==> src/rtl/subtractor_ripple_serial_u_if.sv <==
`default_nettype none
// ============================================================================
// Module   : subtractor_ripple_serial_u_if
// Purpose  : Operand/result handshake bundle for the serial subtractor.
//            master = producer of operands / consumer of results,
//            slave  = the subtractor itself.
// Signals  : in_valid/in_ready/a/b     operand channel
//            out_valid/out_ready/diff/bout result channel
//            ovf (only with SUB_SIGNED_OVF_EN) signed overflow flag
// Macro    : SUB_SIGNED_OVF_EN adds the ovf signal.
// Revision : 1.0 - initial release
// ============================================================================
interface subtractor_ripple_serial_u_if #(
    parameter int WIDTH = 4
) ();
    logic             in_valid;
    logic             in_ready;
    logic [WIDTH-1:0] a;
    logic [WIDTH-1:0] b;
    logic             out_valid;
    logic             out_ready;
    logic [WIDTH-1:0] diff;
    logic             bout;
`ifdef SUB_SIGNED_OVF_EN
    logic             ovf;
`endif

    modport master (
        output in_valid, a, b, out_ready,
        input  in_ready, out_valid, diff, bout
`ifdef SUB_SIGNED_OVF_EN
        , input ovf
`endif
    );

    modport slave (
        input  in_valid, a, b, out_ready,
        output in_ready, out_valid, diff, bout
`ifdef SUB_SIGNED_OVF_EN
        , output ovf
`endif
    );
endinterface
`default_nettype wire

==> src/rtl/subtractor_ripple_serial_u.sv <==
`default_nettype none
// ============================================================================
// Module   : subtractor_ripple_serial_u
// Purpose  : Multi-cycle unsigned subtractor, diff = a - b (mod 2^WIDTH) and
//            bout = (a < b). Resolves DIGIT bits per clock, LSB first, with
//            the borrow carried between clocks.
// Ports    : clk  - clock, rising edge
//            rst  - asynchronous reset, active high
//            bus  - slave side of subtractor_ripple_serial_u_if
//                   (in_valid/in_ready/a/b in, out_valid/out_ready/diff/bout
//                   out, plus ovf when enabled)
// Macro    : SUB_SIGNED_OVF_EN - adds two's-complement overflow output ovf.
// Revision : 1.0 - initial release
// ============================================================================
module subtractor_ripple_serial_u #(
    parameter int WIDTH = 4,
    parameter int DIGIT = 1
) (
    input  wire                           clk,
    input  wire                           rst,
    subtractor_ripple_serial_u_if.slave   bus
);

    localparam int c_N     = WIDTH / DIGIT;
    localparam int c_CNT_W = $clog2(c_N + 1);
    localparam logic [c_CNT_W-1:0] c_LAST = c_CNT_W'(c_N - 1);

    typedef enum logic [1:0] {
        ST_IDLE = 2'd0,
        ST_RUN  = 2'd1,
        ST_DONE = 2'd2
    } state_t;

    state_t             r_state;
    state_t             w_next_state;

    logic [WIDTH-1:0]   r_a;
    logic [WIDTH-1:0]   r_b;
    logic [WIDTH-1:0]   r_res;
    logic               r_borrow;
    logic [c_CNT_W-1:0] r_cnt;

    logic [DIGIT-1:0]   w_d;
    logic               w_digit_bout;
    logic [WIDTH+DIGIT-1:0] w_cat;

    logic               w_in_ready;
    logic               w_out_valid;

    // ------------------------------------------------------------------
    // One digit of ripple-borrow subtraction on the low bits of the
    // operand shift registers, borrow-in from the previous clock.
    // ------------------------------------------------------------------
    always_comb begin
        logic bin;
        bin = r_borrow;
        w_d = '0;
        for (int i = 0; i < DIGIT; i++) begin
            w_d[i] = r_a[i] ^ r_b[i] ^ bin;
            bin    = (~r_a[i] & r_b[i]) | (~(r_a[i] ^ r_b[i]) & bin);
        end
        w_digit_bout = bin;
    end

    // New digit enters at the MSB side; the result register shifts right so
    // that after N steps the first digit has reached bit 0. Concatenating
    // first keeps this well-formed even when DIGIT == WIDTH.
    assign w_cat = {w_d, r_res};

    // ------------------------------------------------------------------
    // FSM state register
    // ------------------------------------------------------------------
    always_ff @(posedge clk or posedge rst) begin
        if (rst) begin
            r_state <= ST_IDLE;
        end else begin
            r_state <= w_next_state;
        end
    end

    // ------------------------------------------------------------------
    // FSM next state and handshake outputs
    // ------------------------------------------------------------------
    always_comb begin
        w_next_state = r_state;
        w_in_ready   = 1'b0;
        w_out_valid  = 1'b0;
        case (r_state)
            ST_IDLE: begin
                w_in_ready = 1'b1;
                if (bus.in_valid) begin
                    w_next_state = ST_RUN;
                end
            end
            ST_RUN: begin
                if (r_cnt == c_LAST) begin
                    w_next_state = ST_DONE;
                end
            end
            ST_DONE: begin
                w_out_valid = 1'b1;
                if (bus.out_ready) begin
                    w_next_state = ST_IDLE;
                end
            end
            default: begin
                w_next_state = ST_IDLE;
            end
        endcase
    end

    // ------------------------------------------------------------------
    // Datapath: operand capture, serial step, result hold
    // ------------------------------------------------------------------
    always_ff @(posedge clk or posedge rst) begin
        if (rst) begin
            r_a      <= '0;
            r_b      <= '0;
            r_res    <= '0;
            r_borrow <= 1'b0;
            r_cnt    <= '0;
        end else begin
            case (r_state)
                ST_IDLE: begin
                    if (bus.in_valid) begin
                        r_a      <= bus.a;
                        r_b      <= bus.b;
                        r_borrow <= 1'b0;
                        r_cnt    <= '0;
                    end
                end
                ST_RUN: begin
                    r_a      <= r_a >> DIGIT;
                    r_b      <= r_b >> DIGIT;
                    r_res    <= w_cat[WIDTH+DIGIT-1:DIGIT];
                    r_borrow <= w_digit_bout;
                    r_cnt    <= r_cnt + 1'b1;
                end
                default: begin
                    // DONE: result and borrow are held for the consumer.
                end
            endcase
        end
    end

`ifdef SUB_SIGNED_OVF_EN
    // Operand sign bits are shifted out during RUN, so keep a copy.
    logic r_a_msb;
    logic r_b_msb;

    always_ff @(posedge clk or posedge rst) begin
        if (rst) begin
            r_a_msb <= 1'b0;
            r_b_msb <= 1'b0;
        end else if (r_state == ST_IDLE && bus.in_valid) begin
            r_a_msb <= bus.a[WIDTH-1];
            r_b_msb <= bus.b[WIDTH-1];
        end
    end

    assign bus.ovf = (r_a_msb != r_b_msb) && (r_res[WIDTH-1] != r_a_msb);
`endif

    assign bus.in_ready  = w_in_ready;
    assign bus.out_valid = w_out_valid;
    assign bus.diff      = r_res;
    assign bus.bout      = r_borrow;

endmodule
`default_nettype wire

==> src/flat_wrapper.sv <==
// flat-port wrapper written by rule: the top's interface ports become plain ports
module subtractor_ripple_serial_u_flat 
#(
    parameter int WIDTH = 4,
    parameter int DIGIT = 1
)
  (clk, rst, bus_in_valid, bus_a, bus_b, bus_out_ready, bus_in_ready, bus_out_valid, bus_diff, bus_bout);
  subtractor_ripple_serial_u_if #(.WIDTH(WIDTH)) bus_i ();
  input  wire clk;
  input  wire rst;
  input wire logic [$bits(bus_i.in_valid)-1:0] bus_in_valid;
  input wire logic [$bits(bus_i.a)-1:0] bus_a;
  input wire logic [$bits(bus_i.b)-1:0] bus_b;
  input wire logic [$bits(bus_i.out_ready)-1:0] bus_out_ready;
  output wire logic [$bits(bus_i.in_ready)-1:0] bus_in_ready;
  output wire logic [$bits(bus_i.out_valid)-1:0] bus_out_valid;
  output wire logic [$bits(bus_i.diff)-1:0] bus_diff;
  output wire logic [$bits(bus_i.bout)-1:0] bus_bout;
  assign bus_i.in_valid = bus_in_valid;
  assign bus_i.a = bus_a;
  assign bus_i.b = bus_b;
  assign bus_i.out_ready = bus_out_ready;
  assign bus_in_ready = bus_i.in_ready;
  assign bus_out_valid = bus_i.out_valid;
  assign bus_diff = bus_i.diff;
  assign bus_bout = bus_i.bout;
  subtractor_ripple_serial_u #(.WIDTH(WIDTH), .DIGIT(DIGIT)) u_core (.clk(clk), .rst(rst), .bus(bus_i));
endmodule
==> config.mk <==
export PLATFORM = sky130hd
export DESIGN_NAME = subtractor_ripple_serial_u_flat
export DESIGN_NICKNAME = d
export VERILOG_FILES = /design/src/rtl/subtractor_ripple_serial_u_if.sv /design/src/rtl/subtractor_ripple_serial_u.sv /design/src/flat_wrapper.sv
export SDC_FILE = /design/constraint.sdc
export NUM_CORES = 1
export LEC_CHECK = 0
export CORE_UTILIZATION = 30
export CTS_CLUSTER_SIZE = 28
export DETAILED_ROUTE_END_ITERATION = 7
export PLACE_DENSITY = 0.5
export SYNTH_ARGS = -nofsm -noshare
export SYNTH_HDL_FRONTEND = slang
export SYNTH_SLANG_ARGS = --single-unit
==> constraint.sdc <==
create_clock -name clk -period 2.9 [get_ports clk]
set_input_delay 0.435 -clock clk [delete_from_list [all_inputs] [get_ports clk]]
set_output_delay 0.435 -clock clk [all_outputs]
set_load 0.01 [all_outputs]
==> metrics.md <==
| Metric | Value |
|---|---|
| Post-Synth Simple-Gate Area | `10.55%` |
| Final Non-Filler Cells | `117` |
| Die Area | `3023 sq um` |
| Die W | `54.98 microns` |
| Worst Path Required | `2470 ps` |
| DRT Pass-1 Iters | `4` |
| Slowest stage delay, CP | `600 ps` |
| Share of cells above drive strength 1 | `11.49%` |
| Reg clk slew, reported paths | `110 ps` |
| CTS Buf Count | `3` |
| Max-slew violation count | `0` |
| WP buf/inv | `1` |
| Most frequent cells in the layout | `clkdlybuf4s50_1, dfrtp_1, inv_1, nor2_1` |
| CP Depth | `2` |
| Mapped Cells | `69` |
| Hpwl dp | `1.078 mm` |
| IO Pins | `19` |
| Clock skew | `6.857 ps` |
| Ant. Diodes | `0` |
| Final instance area | `1064 sq um` |
| Critical Path AT | `1800 ps` |
| Vias in the first global route | `584` |
| Via count | `603` |
| Max clock buf depth | `2` |
| Placed Cells | `113` |
| IO buf count | `18` |
| Root buffer cell | `clkbuf_4` |
| CTS tree | `built` |
| Largest net degree at the start of global routing | `19` |
| Vias/cell | `5.154` |
| Post-Route Setup TNS | `0 ps` |
| Row cnt | `18` |
| Post-DRT Antenna Nets | `0` |
| Adder-Cell Fraction of Synth Area | `5.349%` |
| Post-CTS setup buffer count | `0` |
| Synth Cell Area | `842.1 sq um` |
| Crit path max fanout | `15` |
| Maximum clock rate | `448.3 MHz` |
| #FFs+latches synth | `18` |
| Area delta synth->final | `26.30%` |
| WL/cell | `12.97 microns` |
| Die H | `54.98 microns` |
| Fin crit period | `2230 ps` |
| Crit Path Class | `flip-flop to primary output` |
| Critical Path End Type | `primary output` |
| Net Count, Synth | `84` |
| Worst-Skew Late Latency | `290 ps` |
| Setup violators final | `0` |
| Placed Instance Area | `1027 sq um` |
| Status | `finished clean` |
| Power Density | `1050 nW/um^2` |
| Worst R2R Path Depth | `2` |
| H-tree levels | `1` |
| Total clock sinks | `18` |
| Relative slew slack | `53.15%` |
| RSZ-0062 raised after global routing | `false` |
| 1st-iter DRT viols | `10` |
| Worst Tran Pin Value | `702.0 ps` |
| Startpoint types | `flip-flop` |
| CP delay by family, top | `buffers and inverters` |
| NumNets Final | `103` |
| Largest family of logic cells by synthesized area | `compound AO/OA/AOI/OAI gates` |
| Worst Hold Class | `flip-flop to flip-flop` |
| Worst hold path depth | `1` |
| Initial Util | `32.80%` |
| GRT Total Usage | `12.39%` |
| Synth Area in Compound Gates | `15.75%` |
| Xor-xnor portion of the synthesized cell area | `0%` |
| Crit-path cells | `nor2_1 -> clkdlybuf4s50_1` |
| Resize count post-CTS | `0` |
| GRT Residual Overflow | `0` |
| Core footprint | `2567 sq um` |
| Leakage | `0.4612 nW` |
| Multiplexer area fraction after synthesis | `6.538%` |
| Cell variety after synth | `21` |
| Final WL | `1.517 mm` |
| Post-synthesis sequential area ratio | `53.49%` |
| Final period util | `76.91%` |
| Avg Cell Area, Syn | `12.20 sq um` |
| Filler cell count | `273` |
| Worst path slowest cell | `clkdlybuf4s50_1` |
| Post-CTS Hold Buffers | `0` |
| Peak supply drop | `568.8 uV` |
| Final hold vios | `0` |
| Synthesis Warnings | `0` |
| First-pass GRT wire length | `2.580 mm` |
| Routability cong. | `0.7345` |
| Max Cap Viol | `0` |
| DRC | `0` |
| Initial antenna violation count | `0` |
synthesized netlist by cell type (all sizes together):
cell	n	area, sq um
buf	4	32.53
ha	2	25.02
nand2b	1	6.260
mux2	4	45.04
o21bai	1	11.26
inv	10	37.54
fa	1	20.02
dfrtp	18	450.4
mux2i	1	10.01
a32o	2	20.02
a21oi	1	5.000
o2bb2ai	2	17.52
nor2b	4	25.02
nor2	5	18.77
a221oi	4	41.29
nor4b	4	35.03
nand2	1	3.750
a22o	2	17.52
a222oi	2	20.02
cell type report:
class	count	area [sq um]	share of cell area, %
sequential	18	450.4	42.35
clock buffer	4	36.28	3.412
tap	30	37.54	3.529
inverter	10	37.54	3.529
multi-input combinational	37	321.6	30.24
timing repair buffer	18	180.2	16.94
layer usage:
layer  global-route usage, %  part of all wire, %
met1                   15.74                   49
met3                   4.918                  6.1
met5                       0                    0
met4                   2.500                 0.73
met2                   19.88                   44
worst paths after layout:
kind                                                from                             end  slack (ps)
max in group asynchronous                            rst     u_core.r_cnt[2]$_DFFE_PP0P_        1900
min                          u_core.r_cnt[2]$_DFFE_PP0P_     u_core.r_cnt[2]$_DFFE_PP0P_         500
min in group asynchronous                            rst       u_core.r_a[0]$_DFFE_PP0P_         550
max reg2reg                u_core.r_state[0]$_DFFE_PP0P_  u_core.bus.diff[1]$_DFFE_PP0P_        1140
min reg2reg                  u_core.r_cnt[2]$_DFFE_PP0P_     u_core.r_cnt[2]$_DFFE_PP0P_         500
max                        u_core.r_state[0]$_DFFE_PP0P_                    bus_in_ready         670
cells by family after synthesis:
| logic type | count (synthesis) |
|---|---|
| buffers and inverters | 14 |
| adder cells (fa/ha/maj) | 3 |
| AO/OA/AOI/OAI | 14 |
| multiplexers | 5 |
| flip-flops | 18 |
| AND/OR/NAND/NOR | 15 |
report_power, final:
group	leakage (nW)	switching [mW]	internal, mW
combinational	0.221	0.215	0.276
sequential	0.219	0.0993	0.372
clock	0.0210	0.0783	0.0765
total	0.461	0.393	0.724
worst reg2reg max path, delay by kind of cell (launching register included):
kind	cells	cell delay, ps
flops	1	650
simple gates	1	590
mux	1	410
state kept, by name (all words and copies together) (netlist names):
| signal | cells |
|---|---|
| u_core.r_a | 4 |
| u_core.bus.diff | 4 |
| u_core.r_cnt | 3 |
| u_core.bus.bout | 1 |
| u_core.r_state | 2 |
| u_core.r_b | 4 |
stage by stage:
step	setup slack, ps	total power, mW	utilization [%]	hold slack (ps)
6_report	669.6	1.117	41.42	499.4
5_1_grt	555.2	1.225	41.42	534.9
4_1_cts	657.0	1.136	41.42	504.7
3_5_place_dp	1020	0.9768	40.01	475.6
3_3_place_gp	1022	0.9693	40.01	472.0
2_1_floorplan	1666	0.8355	-	373.6
Power figures use the tool's default switching activity.
